`src/rtl/display_scheduler.sv`:
```
// Time-shares the 8-digit display between the game view, a blinking winner
// banner and a timed score view; win pulses preempt, a score request is edge-triggered.
module display_scheduler #(
    parameter int unsigned BANNER_CYCLES = 200_000_000,
    parameter int unsigned SCORE_CYCLES  = 100_000_000,
    parameter int unsigned BLINK_CYCLES  = 25_000_000
) (
    input  logic        clock,
    input  logic        reset,
    input  logic [47:0] game_d,
    input  logic        p1_win,
    input  logic        p2_win,
    input  logic [3:0]  p1_score,
    input  logic [3:0]  p2_score,
    input  logic        show_score,
    output logic [47:0] d_out,
    output logic [1:0]  view,
    output logic        busy
);

    localparam int unsigned MAX_CYCLES = (BANNER_CYCLES > SCORE_CYCLES) ? BANNER_CYCLES : SCORE_CYCLES;
    localparam int unsigned DWELL_W    = $clog2(MAX_CYCLES);
    localparam int unsigned BLINK_W    = (BLINK_CYCLES > 1) ? $clog2(BLINK_CYCLES) : 1;
    localparam int unsigned DATA_W     = 48;

    typedef enum logic [1:0] {
        ST_GAME   = 2'd0,
        ST_BANNER = 2'd1,
        ST_SCORE  = 2'd2
    } state_e;

    state_e               state_q, state_d;
    logic [DWELL_W-1:0]   dwell_q, dwell_d;
    logic [BLINK_W-1:0]   blink_q, blink_d;
    logic                 phase_q, phase_d;
    logic [1:0]           win_id_q, win_id_d;
    logic                 shw_q;
    logic [DATA_W-1:0]    d_out_q, d_out_d;

    logic       win;
    logic       req;
    logic [1:0] win_code;
    logic [5:0] ban_dig;

    assign win      = p1_win | p2_win;
    assign req      = show_score & ~shw_q;
    assign win_code = (p1_win && !p2_win) ? 2'd1 : ((p2_win && !p1_win) ? 2'd2 : 2'd0);

    // Next-state, dwell/blink timers and winner latch
    always_comb begin
        state_d  = state_q;
        dwell_d  = dwell_q;
        blink_d  = blink_q;
        phase_d  = phase_q;
        win_id_d = win_id_q;
        unique case (state_q)
            ST_GAME: begin
                dwell_d = '0;
                blink_d = '0;
                phase_d = 1'b1;
                if (win) begin
                    state_d  = ST_BANNER;
                    win_id_d = win_code;
                end else if (req) begin
                    state_d = ST_SCORE;
                end
            end
            ST_BANNER: begin
                if (blink_q == BLINK_W'(BLINK_CYCLES - 1)) begin
                    blink_d = '0;
                    phase_d = ~phase_q;
                end else begin
                    blink_d = blink_q + BLINK_W'(1);
                end
                if (dwell_q == DWELL_W'(BANNER_CYCLES - 1)) begin
                    state_d = ST_SCORE;
                    dwell_d = '0;
                end else begin
                    dwell_d = dwell_q + DWELL_W'(1);
                end
            end
            ST_SCORE: begin
                blink_d = '0;
                phase_d = 1'b1;
                if (win) begin
                    state_d  = ST_BANNER;
                    win_id_d = win_code;
                    dwell_d  = '0;
                end else if (dwell_q == DWELL_W'(SCORE_CYCLES - 1)) begin
                    state_d = ST_GAME;
                    dwell_d = '0;
                end else begin
                    dwell_d = dwell_q + DWELL_W'(1);
                end
            end
            default: begin
                state_d = ST_GAME;
                dwell_d = '0;
                blink_d = '0;
                phase_d = 1'b1;
            end
        endcase
    end

    // Display word selected from the current state; dark banner phase blanks all digits
    always_comb begin
        ban_dig = {1'b1, 2'b00, win_id_q, 1'b0};
        d_out_d = '0;
        unique case (state_q)
            ST_GAME:   d_out_d = game_d;
            ST_BANNER: d_out_d = phase_q ? {8{ban_dig}} : '0;
            ST_SCORE:  d_out_d = {6'h22, 1'b1, p1_score, 1'b0, 12'h000,
                                  6'h24, 1'b1, p2_score, 1'b0, 12'h000};
            default:   d_out_d = '0;
        endcase
    end

    always_ff @(posedge clock or negedge reset) begin
        if (!reset) begin
            state_q  <= ST_GAME;
            dwell_q  <= '0;
            blink_q  <= '0;
            phase_q  <= 1'b1;
            win_id_q <= 2'd0;
            shw_q    <= 1'b1;
            d_out_q  <= '0;
        end else begin
            state_q  <= state_d;
            dwell_q  <= dwell_d;
            blink_q  <= blink_d;
            phase_q  <= phase_d;
            win_id_q <= win_id_d;
            shw_q    <= show_score;
            d_out_q  <= d_out_d;
        end
    end

    assign d_out = d_out_q;
    assign view  = 2'(state_q);
    assign busy  = (state_q != ST_GAME);

endmodule

```
`config.mk`:
```
export PLATFORM = sky130hd
export DESIGN_NAME = display_scheduler
export DESIGN_NICKNAME = d
export VERILOG_FILES = /design/src/rtl/display_scheduler.sv
export SDC_FILE = /design/constraint.sdc
export NUM_CORES = 1
export LEC_CHECK = 0
export CORE_UTILIZATION = 35
export CTS_CLUSTER_DIAMETER = 30
export DETAILED_ROUTE_END_ITERATION = 16
export GPL_TIMING_DRIVEN = 1
export HOLD_SLACK_MARGIN = 0.05
export PLACE_DENSITY = 0.69
export SYNTH_ARGS = -nofsm -noshare
export SYNTH_HDL_FRONTEND = slang
export SYNTH_SLANG_ARGS = --single-unit
```
`constraint.sdc`:
```
create_clock -name clock -period 3.27 [get_ports clock]
set_clock_uncertainty 0.05 [all_clocks]
set_input_delay 0.327 -clock clock [delete_from_list [all_inputs] [get_ports clock]]
set_output_delay 0.327 -clock clock [all_outputs]
set_load 0.02 [all_outputs]
```
==> reports/metrics.csv <==
stage,metric,value,unit
run_status,outcome,"finished, final reports clean",
power,irDropWorstVdd,494,uV
power,power_density,721,nW/um2
setup_path,crit_arrival,2.57,ns
global_route,grt_pass1_vias,3683,
final_layout,ff_latch_area,2680,um2
final_layout,nNetsFinal,616,
global_route,grt_overflow,0,
timing,max_slew_margin,34.7,%
setup_path,critPathMaxFanout,27,
timing,period_minus_slack,2.41,ns
setup_path,crit_path_end_kind,flip-flop,
final_layout,antennaDiodeCount,0,
routing,route.detailed.drc,0,
placed_design,dp_hpwl,7250,um
setup_path,worstPathRequired,3.43,ns
placed_design,gp_congestion,0.811,
yosys,yosysTopAreaCellShare,56.3,%
clock_tree,clock-sinks,107,
yosys,synth_top_area_cell,dfrtp_1,
routing,wl_per_cell,14.3,um
global_route,grt_max_degree,61,
job,drv_cap,0,
clock_tree,clock_path_buffers,2,
timing,setup-tns-final,0,ns
routing,finalWirelength,10400,um
yosys,ys_async_sr_fraction,100,%
clock_tree,numCtsBuffers,9,
final_layout,multi_input_area,1890,um2
final_layout,fill_cells,1210,
yosys,ys_ff_latch,107,
timing,rsz0062_at_grt,no,
clock_tree,cts_tree,done,
hold_path,hold_class,input port to flip-flop,
global_route,grt_usage,16.4,%
floorplan,io_pins,112,
yosys,syn_area_per_cell,10.6,um2
floorplan,std_cell_rows,41,
placed_design,port_buffers,111,
routing,ant_nets,0,
setup_path,criticalPathCategory,flip-flop to flip-flop,
timing,holdWs,0.370,ns
power,cellLeakagePower,2.62,nW
timing,finalSetupViolCount,0,
final_layout,area_growth,33.9,%
timing,max_freq,415,MHz
global_route,grt_pass1_wl,18200,um
clock_tree,clkTransAtPathRegs,0.07,ns
yosys,synth_cells,439,
floorplan,core,12800,um2
floorplan,die-area,13800,um2
routing,avgViaCountPerCell,4.85,
floorplan,die_x,118,um
clock_tree,clock_latency,0.35,ns
clock_tree,cts-root-buf,clkbuf_16,
yosys,ys.warnings.count,0,
timing,hold_viol,0,
timing,slew_viol_final,0,
power,finalPower,0.00450,W
yosys,synth_edf_count,0,
setup_path,startpoint_type,flip-flop,
routing,drtIter0Drc,165,
yosys,syn_nets,506,
floorplan,die_h,118,um
routing,drt_pass1_iterations,4,
yosys,synthDistinctLibCells,43,
final_layout,drive_above_1_share,6.32,%
clock_tree,htree_levels,3,
yosys,synthFlopType,dfrtp_1,
routing,vias,3522,
clock_tree,cts_setup_buffers,0,
floorplan,start_util,36.4,%
timing,worst_slew_pin_slew,0.979,ns
yosys,ys_seq_area_share,57.4,%
global_route,antenna_found_initial,0,
yosys,syn-cell-area,4670,um2
timing,post-route-period-util,73.7,%
yosys,yosys-top-cells-area,"dfrtp_1 (56%), xor2_1 (6.4%), nor2_1 (5.2%)",
sequential cells by signal, summed over array words and instances, names as in the netlist:
register	count
blink_q	25
view	2
shw_q	1
win_id_q	2
dwell_q	28
d_out	48
phase_q	1
cells in the mapped netlist (all sizes together), types with 2 or more instances:
cell and count:
dfrtp 105, nor2 65, nand2 37, a21oi 34, xor2 34, nand3 26, and2 20, nand4 16
xnor2 14, clkbuf 10, and3 9, a22oi 8, nor4 8, buf 7, ha 6, inv 6
and4 4, nand2b 3, nor4b 3, o21ai 3, a31oi 2, dfstp 2, nor3 2, o31ai 2
o41ai 2, or2 2, or3 2
worst max-delay path, cell delays in order (launching register included):
cell and delay, ns:
dfrtp_1 0.40, ha_1 0.21, nand3_1 0.21, nor3_4 0.36, a31oi_1 0.28, o21ai_4 0.63, nor2_1 0.12
power by group:
group	switching, W	leakage (nW)	internal [W]
logic	0.000986	1.06	0.000750
clock network	0.000522	0.142	0.000540
registers	0.000101	1.42	0.00161
total	0.00161	2.62	0.00290
cell usage in the layout (no fill, tap or decap), drive strengths merged, types with 5 or more instances in the layout:
| master | n |
|---|---|
| a21oi | 34 |
| a22oi | 8 |
| and2 | 20 |
| and3 | 9 |
| buf | 5 |
| clkbuf | 9 |
| clkdlybuf4s50 | 110 |
| dfrtp | 105 |
| ha | 6 |
| inv | 11 |
| nand2 | 37 |
| nand3 | 26 |
| nand4 | 16 |
| nor2 | 65 |
| nor4 | 8 |
| xnor2 | 14 |
| xor2 | 34 |
repair_timing:
action / in CTS / in global routing
hold endpoints to repair: 57 / 0
endpoints found under the setup margin: 0 / 0
hold buffers: 1 / 0
gates resized for setup: 0 / 0
cell families after synthesis:
| logic type | after synthesis | synth area share, % |
|---|---|---|
| flops | 107 | 57.4 |
| xor+xnor | 48 | 9.00 |
| buf+inv | 23 | 2.14 |
| compound gates | 52 | 6.97 |
| simple gates | 203 | 22.9 |
| fa+ha+maj | 6 | 1.61 |
worst paths after layout:
kind | start | to | slack (ns) | cells after the start
setup / recovery | dwell_q[0] | dwell_q[4] | 0.86 | 6
hold / removal | show_score | shw_q | 0.37 | 1
setup reg to reg | dwell_q[0] | dwell_q[4] | 0.86 | 6
hold reg to reg | blink_q[0] | blink_q[0] | 0.42 | 1
max in group asynchronous | reset | shw_q | 1.79 | 3
min in group asynchronous | reset | blink_q[22] | 0.52 | 2
per-stage QoR:
stage | setup slack (ns) | std cells | util [%] | area, um2
CTS | 0.843 | 726 | 48.8 | 6250
detailed placement | 0.852 | 709 | 46.4 | 5950
global placement | 0.962 | 709 | 46.4 | 5950
finish | 0.860 | 726 | 48.8 | 6250
global route | 0.597 | 726 | 48.8 | 6250
floorplan | 1.19 | 439 | - | 4670
per-layer routing:
layer	vias up	routed length, um	share of wire (%)	GRT usage [%]
met4	0	187	1.8	6.41
met5	-	0	0	0
li1	1723	-	-	-
met1	1710	4510	43	20.0
met3	15	450	4.3	4.22
met2	74	5230	50	27.8
area by class of cell:
type	instances	share of cell area (%)
flip-flops and latches	107	42.9
clock buffers	9	3.60
clock inverters	7	1.08
inverters	6	0.360
well taps	172	3.44
repair buffers	116	18.4
multi-input cells	309	30.3
Note: power is estimated with default switching activity, not from simulation.
